===== config.mk =====
export PLATFORM = sky130hd
export DESIGN_NAME = tensor_core_scheduler
export DESIGN_NICKNAME = d
export VERILOG_FILES = /design/src/rtl/tensor_core_scheduler.sv
export SDC_FILE = /design/constraint.sdc
export NUM_CORES = 1
export LEC_CHECK = 0
export BUFFER_PORTS_ARGS = -buffer_cell sky130_fd_sc_hd__buf_2
export CORE_AREA = 5 5 229 231
export DETAILED_ROUTE_END_ITERATION = 10
export DIE_AREA = 0 0 234 236
export MAX_ROUTING_LAYER = met4
export SLEW_MARGIN = 20
export SYNTH_ARGS = -nofsm -noshare
export SYNTH_HDL_FRONTEND = slang
export SYNTH_SLANG_ARGS = --single-unit

===== constraint.sdc =====
create_clock -name tensor_core_clock -period 3.5 [get_ports tensor_core_clock]
set_input_delay 0.35 -clock tensor_core_clock [delete_from_list [all_inputs] [get_ports tensor_core_clock]]
set_output_delay 0.35 -clock tensor_core_clock [all_outputs]
set_load 0.1 [all_outputs]

===== src/rtl/tensor_core_scheduler.sv =====
// tensor_core_scheduler
//
// Front-end controller for small_tensor_core. Two requesters each submit one
// 3x3 operation (0 = matmul, 1 = add, 2 = ReLU). The scheduler grants one
// request, latches its operands into holding registers that drive the core,
// pulses the core write-enable (LOAD) and start (START), waits CORE_LATENCY
// cycles (RUN), captures the core result and returns it over a valid/ready
// response channel (RESP). Illegal opcodes (3..7) skip the core and answer
// immediately with a zero result and the error flag set.
//
// Handshakes: a transfer happens on a rising edge where valid and ready are
// both high. req_ready_out is combinational, only asserted in IDLE for the
// arbitration winner while its valid is high. The response payload is held
// stable while resp_valid_out is high and resp_ready_in is low.
//
// Optional feature: define TENSOR_SCHED_ROUND_ROBIN_EN for round-robin
// arbitration. Without it, requester 0 always wins when both are valid.
//
// Ports
//   tensor_core_clock       clock, rising edge
//   reset_n_in              asynchronous active-low reset
//   req_valid_in[1:0]       per-requester request valid
//   req_ready_out[1:0]      request accepted this cycle (one-hot or zero)
//   req_operation_in[5:0]   opcodes, requester i at [3*i +: 3]
//   req_input1_in           operand A, requester i at [9*DW*i +: 9*DW]
//   req_input2_in           operand B, same layout
//   core_write_enable_out   core register file write enable
//   core_start_out          core start pulse
//   core_operation_out      core operation select
//   core_input1_out         held operand A (element k = row*3+col at [DW*k +: DW])
//   core_input2_out         held operand B
//   core_output_in          core result
//   resp_valid_out          response valid
//   resp_ready_in           response consumer ready
//   resp_id_out             requester that owns the response
//   resp_error_out          request carried an illegal opcode
//   resp_result_out         captured 3x3 result
//   busy_out                high in every state except IDLE
module tensor_core_scheduler #(
    parameter int DATA_WIDTH   = 8,
    parameter int CORE_LATENCY = 6
) (
    input  logic                     tensor_core_clock,
    input  logic                     reset_n_in,
    input  logic [1:0]               req_valid_in,
    output logic [1:0]               req_ready_out,
    input  logic [5:0]               req_operation_in,
    input  logic [18*DATA_WIDTH-1:0] req_input1_in,
    input  logic [18*DATA_WIDTH-1:0] req_input2_in,
    output logic                     core_write_enable_out,
    output logic                     core_start_out,
    output logic [2:0]               core_operation_out,
    output logic [9*DATA_WIDTH-1:0]  core_input1_out,
    output logic [9*DATA_WIDTH-1:0]  core_input2_out,
    input  logic [9*DATA_WIDTH-1:0]  core_output_in,
    output logic                     resp_valid_out,
    input  logic                     resp_ready_in,
    output logic                     resp_id_out,
    output logic                     resp_error_out,
    output logic [9*DATA_WIDTH-1:0]  resp_result_out,
    output logic                     busy_out
);

    localparam int MAT_W = 9 * DATA_WIDTH;
    localparam logic [3:0] RUN_LOAD = 4'(CORE_LATENCY - 1);

    typedef enum logic [2:0] {
        S_IDLE  = 3'd0,
        S_LOAD  = 3'd1,
        S_START = 3'd2,
        S_RUN   = 3'd3,
        S_RESP  = 3'd4
    } state_t;

    state_t           state;
    logic [3:0]       run_count;
    logic             grant_idx;
    logic             accept;
    logic [2:0]       sel_op;
    logic [MAT_W-1:0] sel_a;
    logic [MAT_W-1:0] sel_b;

    // Arbitration: grant_idx names the winner whenever at least one valid is high.
`ifdef TENSOR_SCHED_ROUND_ROBIN_EN
    // rr_prio = requester that wins a tie; flips to the other side on each accept.
    logic rr_prio;

    always_comb begin
        grant_idx = 1'b0;
        if (req_valid_in == 2'b11) begin
            grant_idx = rr_prio;
        end else if (!req_valid_in[0]) begin
            grant_idx = 1'b1;
        end
    end

    always_ff @(posedge tensor_core_clock or negedge reset_n_in) begin
        if (!reset_n_in) begin
            rr_prio <= 1'b0;
        end else if (accept) begin
            rr_prio <= ~grant_idx;
        end
    end
`else
    assign grant_idx = ~req_valid_in[0];
`endif

    // Ready is gated by reset so every output reads zero while reset is held.
    assign req_ready_out = (reset_n_in && state == S_IDLE && req_valid_in != 2'b00)
                           ? (grant_idx ? 2'b10 : 2'b01) : 2'b00;
    assign accept        = (req_ready_out != 2'b00);

    assign sel_op = grant_idx ? req_operation_in[5:3] : req_operation_in[2:0];
    assign sel_a  = grant_idx ? req_input1_in[2*MAT_W-1:MAT_W] : req_input1_in[MAT_W-1:0];
    assign sel_b  = grant_idx ? req_input2_in[2*MAT_W-1:MAT_W] : req_input2_in[MAT_W-1:0];

    assign busy_out = (state != S_IDLE);

    always_ff @(posedge tensor_core_clock or negedge reset_n_in) begin
        if (!reset_n_in) begin
            state                 <= S_IDLE;
            run_count             <= 4'd0;
            core_write_enable_out <= 1'b0;
            core_start_out        <= 1'b0;
            core_operation_out    <= 3'd0;
            core_input1_out       <= '0;
            core_input2_out       <= '0;
            resp_valid_out        <= 1'b0;
            resp_id_out           <= 1'b0;
            resp_error_out        <= 1'b0;
            resp_result_out       <= '0;
        end else begin
            // Both core strobes are single-cycle pulses.
            core_write_enable_out <= 1'b0;
            core_start_out        <= 1'b0;
            case (state)
                S_IDLE: begin
                    if (accept) begin
                        resp_id_out     <= grant_idx;
                        core_input1_out <= sel_a;
                        core_input2_out <= sel_b;
                        if (sel_op > 3'd2) begin
                            // Illegal opcode: answer at once, leave the core alone.
                            resp_result_out <= '0;
                            resp_error_out  <= 1'b1;
                            resp_valid_out  <= 1'b1;
                            state           <= S_RESP;
                        end else begin
                            core_operation_out    <= sel_op;
                            resp_error_out        <= 1'b0;
                            core_write_enable_out <= 1'b1;
                            state                 <= S_LOAD;
                        end
                    end
                end
                S_LOAD: begin
                    core_start_out <= 1'b1;
                    state          <= S_START;
                end
                S_START: begin
                    run_count <= RUN_LOAD;
                    state     <= S_RUN;
                end
                S_RUN: begin
                    if (run_count == 4'd0) begin
                        resp_result_out <= core_output_in;
                        resp_valid_out  <= 1'b1;
                        state           <= S_RESP;
                    end else begin
                        run_count <= run_count - 4'd1;
                    end
                end
                S_RESP: begin
                    if (resp_ready_in) begin
                        resp_valid_out <= 1'b0;
                        state          <= S_IDLE;
                    end
                end
                default: begin
                    state <= S_IDLE;
                end
            endcase
        end
    end

endmodule


* Word level (Yosys, flattened, before mapping)
Index checks and enable logic that the tools add are counted.
** Operators by class
- Bitwise gates (word level) :: 2
- Add/sub/neg operators :: 1
- Equality and inequality tests :: 9
- Order comparisons :: 1
- Reduce and logical (&&, ||, !) cells :: 16
- Multiplexer cells :: 26
** Operators by type and width (count)
- 2-to-1 mux 72 bit :: 5
- case mux 72 bit (2 select lines) :: 1
- 2-to-1 mux 3 bit :: 5
- case mux 3 bit (5 select lines) :: 1
- 2-to-1 mux 1 bit :: 9
- inequality test 2 bit, second input constant :: 4
- case mux 4 bit (2 select lines) :: 1
- nonzero test 2 bit :: 4
- equality test 3 x 2 -> 1 bit, second input constant :: 2
- AND reduction 3 bit :: 2
- nonzero test 3 bit :: 2
- AND reduction 5 bit :: 1
- zero test 4 bit :: 1
- 2-to-1 mux 2 bit :: 2
- 2-to-1 mux 4 bit :: 1
- AND reduction 2 bit :: 2
- AND reduction 4 bit :: 1
- subtractor 4 x 1 -> 4 bit, second input constant :: 1
- equality test 3 x 1 -> 1 bit, second input constant :: 1
- equality test 3 bit, second input constant :: 1
- greater-than comparator 3 x 2 -> 1 bit, second input constant :: 1
- zero test 3 bit :: 1
- case mux 1 bit (3 select lines) :: 1
- logical AND 1 bit :: 2
- other kinds (2) :: 3
** Storage, ports and cells
- Register bits :: 231
- Word-level logic and storage cells :: 66
- Input port bits :: 371
- Output and inout port bits :: 227

* Logic depth before layout (Yosys ltp)
- Word-level depth :: 7
- Gate-level depth with buffers :: 8

* Worst setup path before layout
No wires, ideal clock.
- Kind :: register to output
- Start :: reg state[1]
- End :: out req_ready_out[1]
- Stages on the path, launching flop included :: 7
- Data arrival time :: 2.923 ns
- Slack :: 0.227 ns
- Path through :: dfrtp_1 > or3_4 > or2_1 > buf_6 > buf_6 > buf_6 > nor2_1
** Between the ends
- Word-level cells in the longest chain between the ends :: 4
** Ends and longest elaborated chain
- start: declaration :: line 75 : state_t state;
- start signal: assignment :: line 121 : state <= S_IDLE;
- start signal: assignment :: line 147 : state <= S_RESP;
- start signal: assignment :: line 152 : state <= S_LOAD;
- zero test 3 bit :: line 109 : assign req_ready_out = (reset_n_in && state == S_IDLE && req_valid_in != 2'b00)
- logical AND 1 bit (2 in series) :: line 109
- 2-to-1 mux 2 bit :: line 110 : ? (grant_idx ? 2'b10 : 2'b01) : 2'b00;
- end: declaration :: line 46 : output logic [1:0] req_ready_out,
Every way passes these cells.

* Worst setup path after layout
- Start :: reg state[2]
- End :: out req_ready_out[1]
Same word-level chain as after synthesis.

==> reports/summary.log <==
[status] run status completed
[global_routing] first-pass GRT wire length 60,090 um
[detailed_routing] detailed-route wire length 40,440 um
[timing] final sum of negative setup slack 0 ns
[logic_synthesis] number of distinct library cells after synthesis 36
[worst_setup_path] type of element capturing the critical path output port
[timing] RSZ-0062 raised after global routing no
[timing] worst rel slew slack 33.83%
[die] height of the die 236 um
[die] die width 234 um
[die] standard-cell rows 82
[logic_synthesis] Main synth FF type dfrtp_1
[timing] Slew Viols, Final 0
[detailed_routing] remaining antenna violation count after routing 0
[logic_synthesis] post-synthesis cell type with the largest combined area dfrtp_1
[detailed_routing] routed via count 9,646
[global_routing] pin count of the biggest net entering global routing 137
[timing] share of the clock period used by the worst path 83.03%
[logic_synthesis] Warnings, synthesis 0
[logic_synthesis] post-synthesis average cell area 12.85 um2
[cells_and_area] share of the core filled with cells 32.00%
[die] number of ports placed on the die boundary 598
[global_routing] Total Routing Usage GR 14.03%
[run] number of max-cap violations 0
[worst_setup_path] kind of launch point of the worst setup path flop
[detailed_routing] Post-route DRC 0
[die] Initial Utilization 22.47%
[logic_synthesis] Netlist Area Pre-Place 11,200 um2
[clocking] H-Tree Level Count 1
[die] Die Footprint 55,220 um2
[global_routing] Overflow after GRT 0
[detailed_routing] routed vias/inst 4.462
[worst_setup_path] start-to-end type of the worst setup path reg -> out
[timing] slew at the pin closest to its max-slew limit 0.9926 ns
[place] Routability Congestion 0.8329
[logic_synthesis] async set or reset register ratio after synthesis 100.0%
[timing] upper clock frequency limit 344.1 MHz
[clocking] CTS tree done
[worst_setup_path] crit path max fanout 30
[clocking] clock net sink count 231
[logic_synthesis] number of synthesized flops with an enable pin 0
[logic_synthesis] number of nets produced by synthesis 1,244
[detailed_routing] first-pass detailed-route iteration total 5
[detailed_routing] drt first-iter violations 467
[cells_and_area] ratio of cells with drive above 1 in the final layout 54.96%
[detailed_routing] routed length per instance 18.71 um
[die] Std-Cell Core Area 49,860 um2
[cells_and_area] Area growth, synth to finish 42.41%
[worst_setup_path] worst path arrival time 2.56 ns
[timing] number of endpoints failing setup at the final stage 0
[logic_synthesis] synthesized instance count 872
[cells_and_area] Final #Nets 1,834
[worst_setup_path] required time at the worst-slack endpoint 3.15 ns
[global_routing] via count of the first global-routing pass 10,241
[clocking] post-CTS clock slew at the launch and capture registers of the worst setup and hold paths 0.06 ns
[logic_synthesis] post-synth top area share 51.60%
[logic_synthesis] sequential fraction of the synthesis area 51.60%
[global_routing] antenna violations before repair 9
[timing] final hold vios 0
[clocking] clock buffer depth 3
[clocking] number of post-CTS setup repair buffers 0
[logic_synthesis] flop and latch count out of synthesis 231
[clocking] TritonCTS buffer count 28
[timing] Clock Skews 0.009635 ns
[clocking] root buffer cell clkbuf_16
[logic_synthesis] largest cells by area after synthesis dfrtp_1 (52%), nor3b_2 (16%), a221o_1 (13%), mux2i_1 (6.4%), buf_6 (3.2%)
[place] total of buffers placed on input and output ports 597
[place] HPWL Detailed 30,480 um
[min_path] Hold Crit Class in -> reg
[timing] minimum period implied by the final worst setup slack 2.906 ns
[clocking] Worst-Skew Late Latency 0.54 ns
layer usage:
layer  GRT usage, %  wire length (um)  vias up
met5              -                 0        -
li1               -                 -     4382
met2          24.12             20350      468
met4          5.481              1523        0
met3          3.476              3551       74
met1          15.59             15020     4722
cells in the final DEF, fill, tap and decap left out, types with 2 or more instances in the layout:
cell type      Yosys  final
nor2b_1            2      2
bufinv_16          0      2
nor3b_2          143    143
clkbuf_16          0     29
a21oi_1            2      2
nor3b_1            3      3
buf_12             0      9
mux2i_1           72     72
nor2_1             4      3
mux2_2             4      4
a221o_1          144    144
dlygate4sd3_1      0     22
clkbuf_8           0      9
a21o_1             3      3
o21ai_0            3      3
or3_1              2      2
nand2_1           85     85
diode_2            0      7
buf_2             12    593
clkbuf_1          27      8
clkinv_2           0      4
inv_1             76     76
buf_4              4     16
dfrtp_1          231    231
cells in the mapped netlist (6+ instances only):
master	n
inv_1	76
buf_6	32
nor3b_2	143
dfrtp_1	231
buf_1	6
a221o_1	144
clkbuf_1	27
buf_2	12
nand2_1	85
mux2i_1	72
through the flow:
step	hold slack [ns]	setup slack (ns)	cells	instance area, um2
finish	0.04297	0.5940	2162	15950
floorplan	0.05441	0.2267	872	11200
global placement	0.2189	1.078	2082	14770
detailed placement	0.2197	1.080	2082	14770
CTS	0.00004996	0.4729	2155	15940
global route	0.002544	0.4266	2162	15950
cells by family (layout without fill, tap and decap cells):
family	count (synthesis)	in the layout	synth area share, %
AND/OR/NAND/NOR	249	249	20.01
flip-flops	231	231	51.60
buffers and inverters	158	769	7.807
AO/OA/AOI/OAI	157	157	13.64
multiplexers	76	76	6.835
adder cells (fa/ha/maj)	1	1	0.1117
other	0	7	0
what timing repair did:
action | in CTS | in global routing
endpoints found under the hold margin | 45 | 0
hold buffers | 22 | 0
resized for setup | 0 | 0
flip-flops by register name, indices dropped and copies added (netlist names):
signal and cells:
state 3, core_operation_out 3, resp_id_out 1, resp_result_out 72, core_start_out 1, run_count 4, core_input1_out 72, core_input2_out 72
resp_error_out 1, resp_valid_out 1, core_write_enable_out 1
final timing paths:
path / cells after the start / slack, ns / endpoint / start
max in group asynchronous: 3 / 2.00 / core_input1_out[12] / reset_n_in
min: 2 / 0.04 / core_input1_out[66] / req_input1_in[66]
min in group asynchronous: 2 / 0.26 / resp_error_out / reset_n_in
max reg2reg: 4 / 1.30 / core_input2_out[3] / state[1]
min reg2reg: 2 / 0.48 / resp_valid_out / resp_valid_out
max: 4 / 0.59 / req_ready_out[1] / state[2]
critical path, cell delays in order, from the launching register on:
cell and delay, ns:
dfrtp_1 0.51, or3_4 0.45, or2_4 0.45, nor2_1 0.36, buf_12 0.23
cell type report:
type / count / area [um2]
Timing Repair Buffer: 642 / 3517
Fill cell: 5107 / 33910
Inverter: 76 / 285.3
Sequential cell: 231 / 5781
Tap cell: 672 / 840.8
Multi-Input combinational cell: 483 / 4567
Clock inverter: 6 / 80.08
Antenna cell: 7 / 17.52
Clock buffer: 45 / 865.8
Power is not shown: default switching activity piles up to over one toggle a cycle in this logic, so the estimate is an artifact.
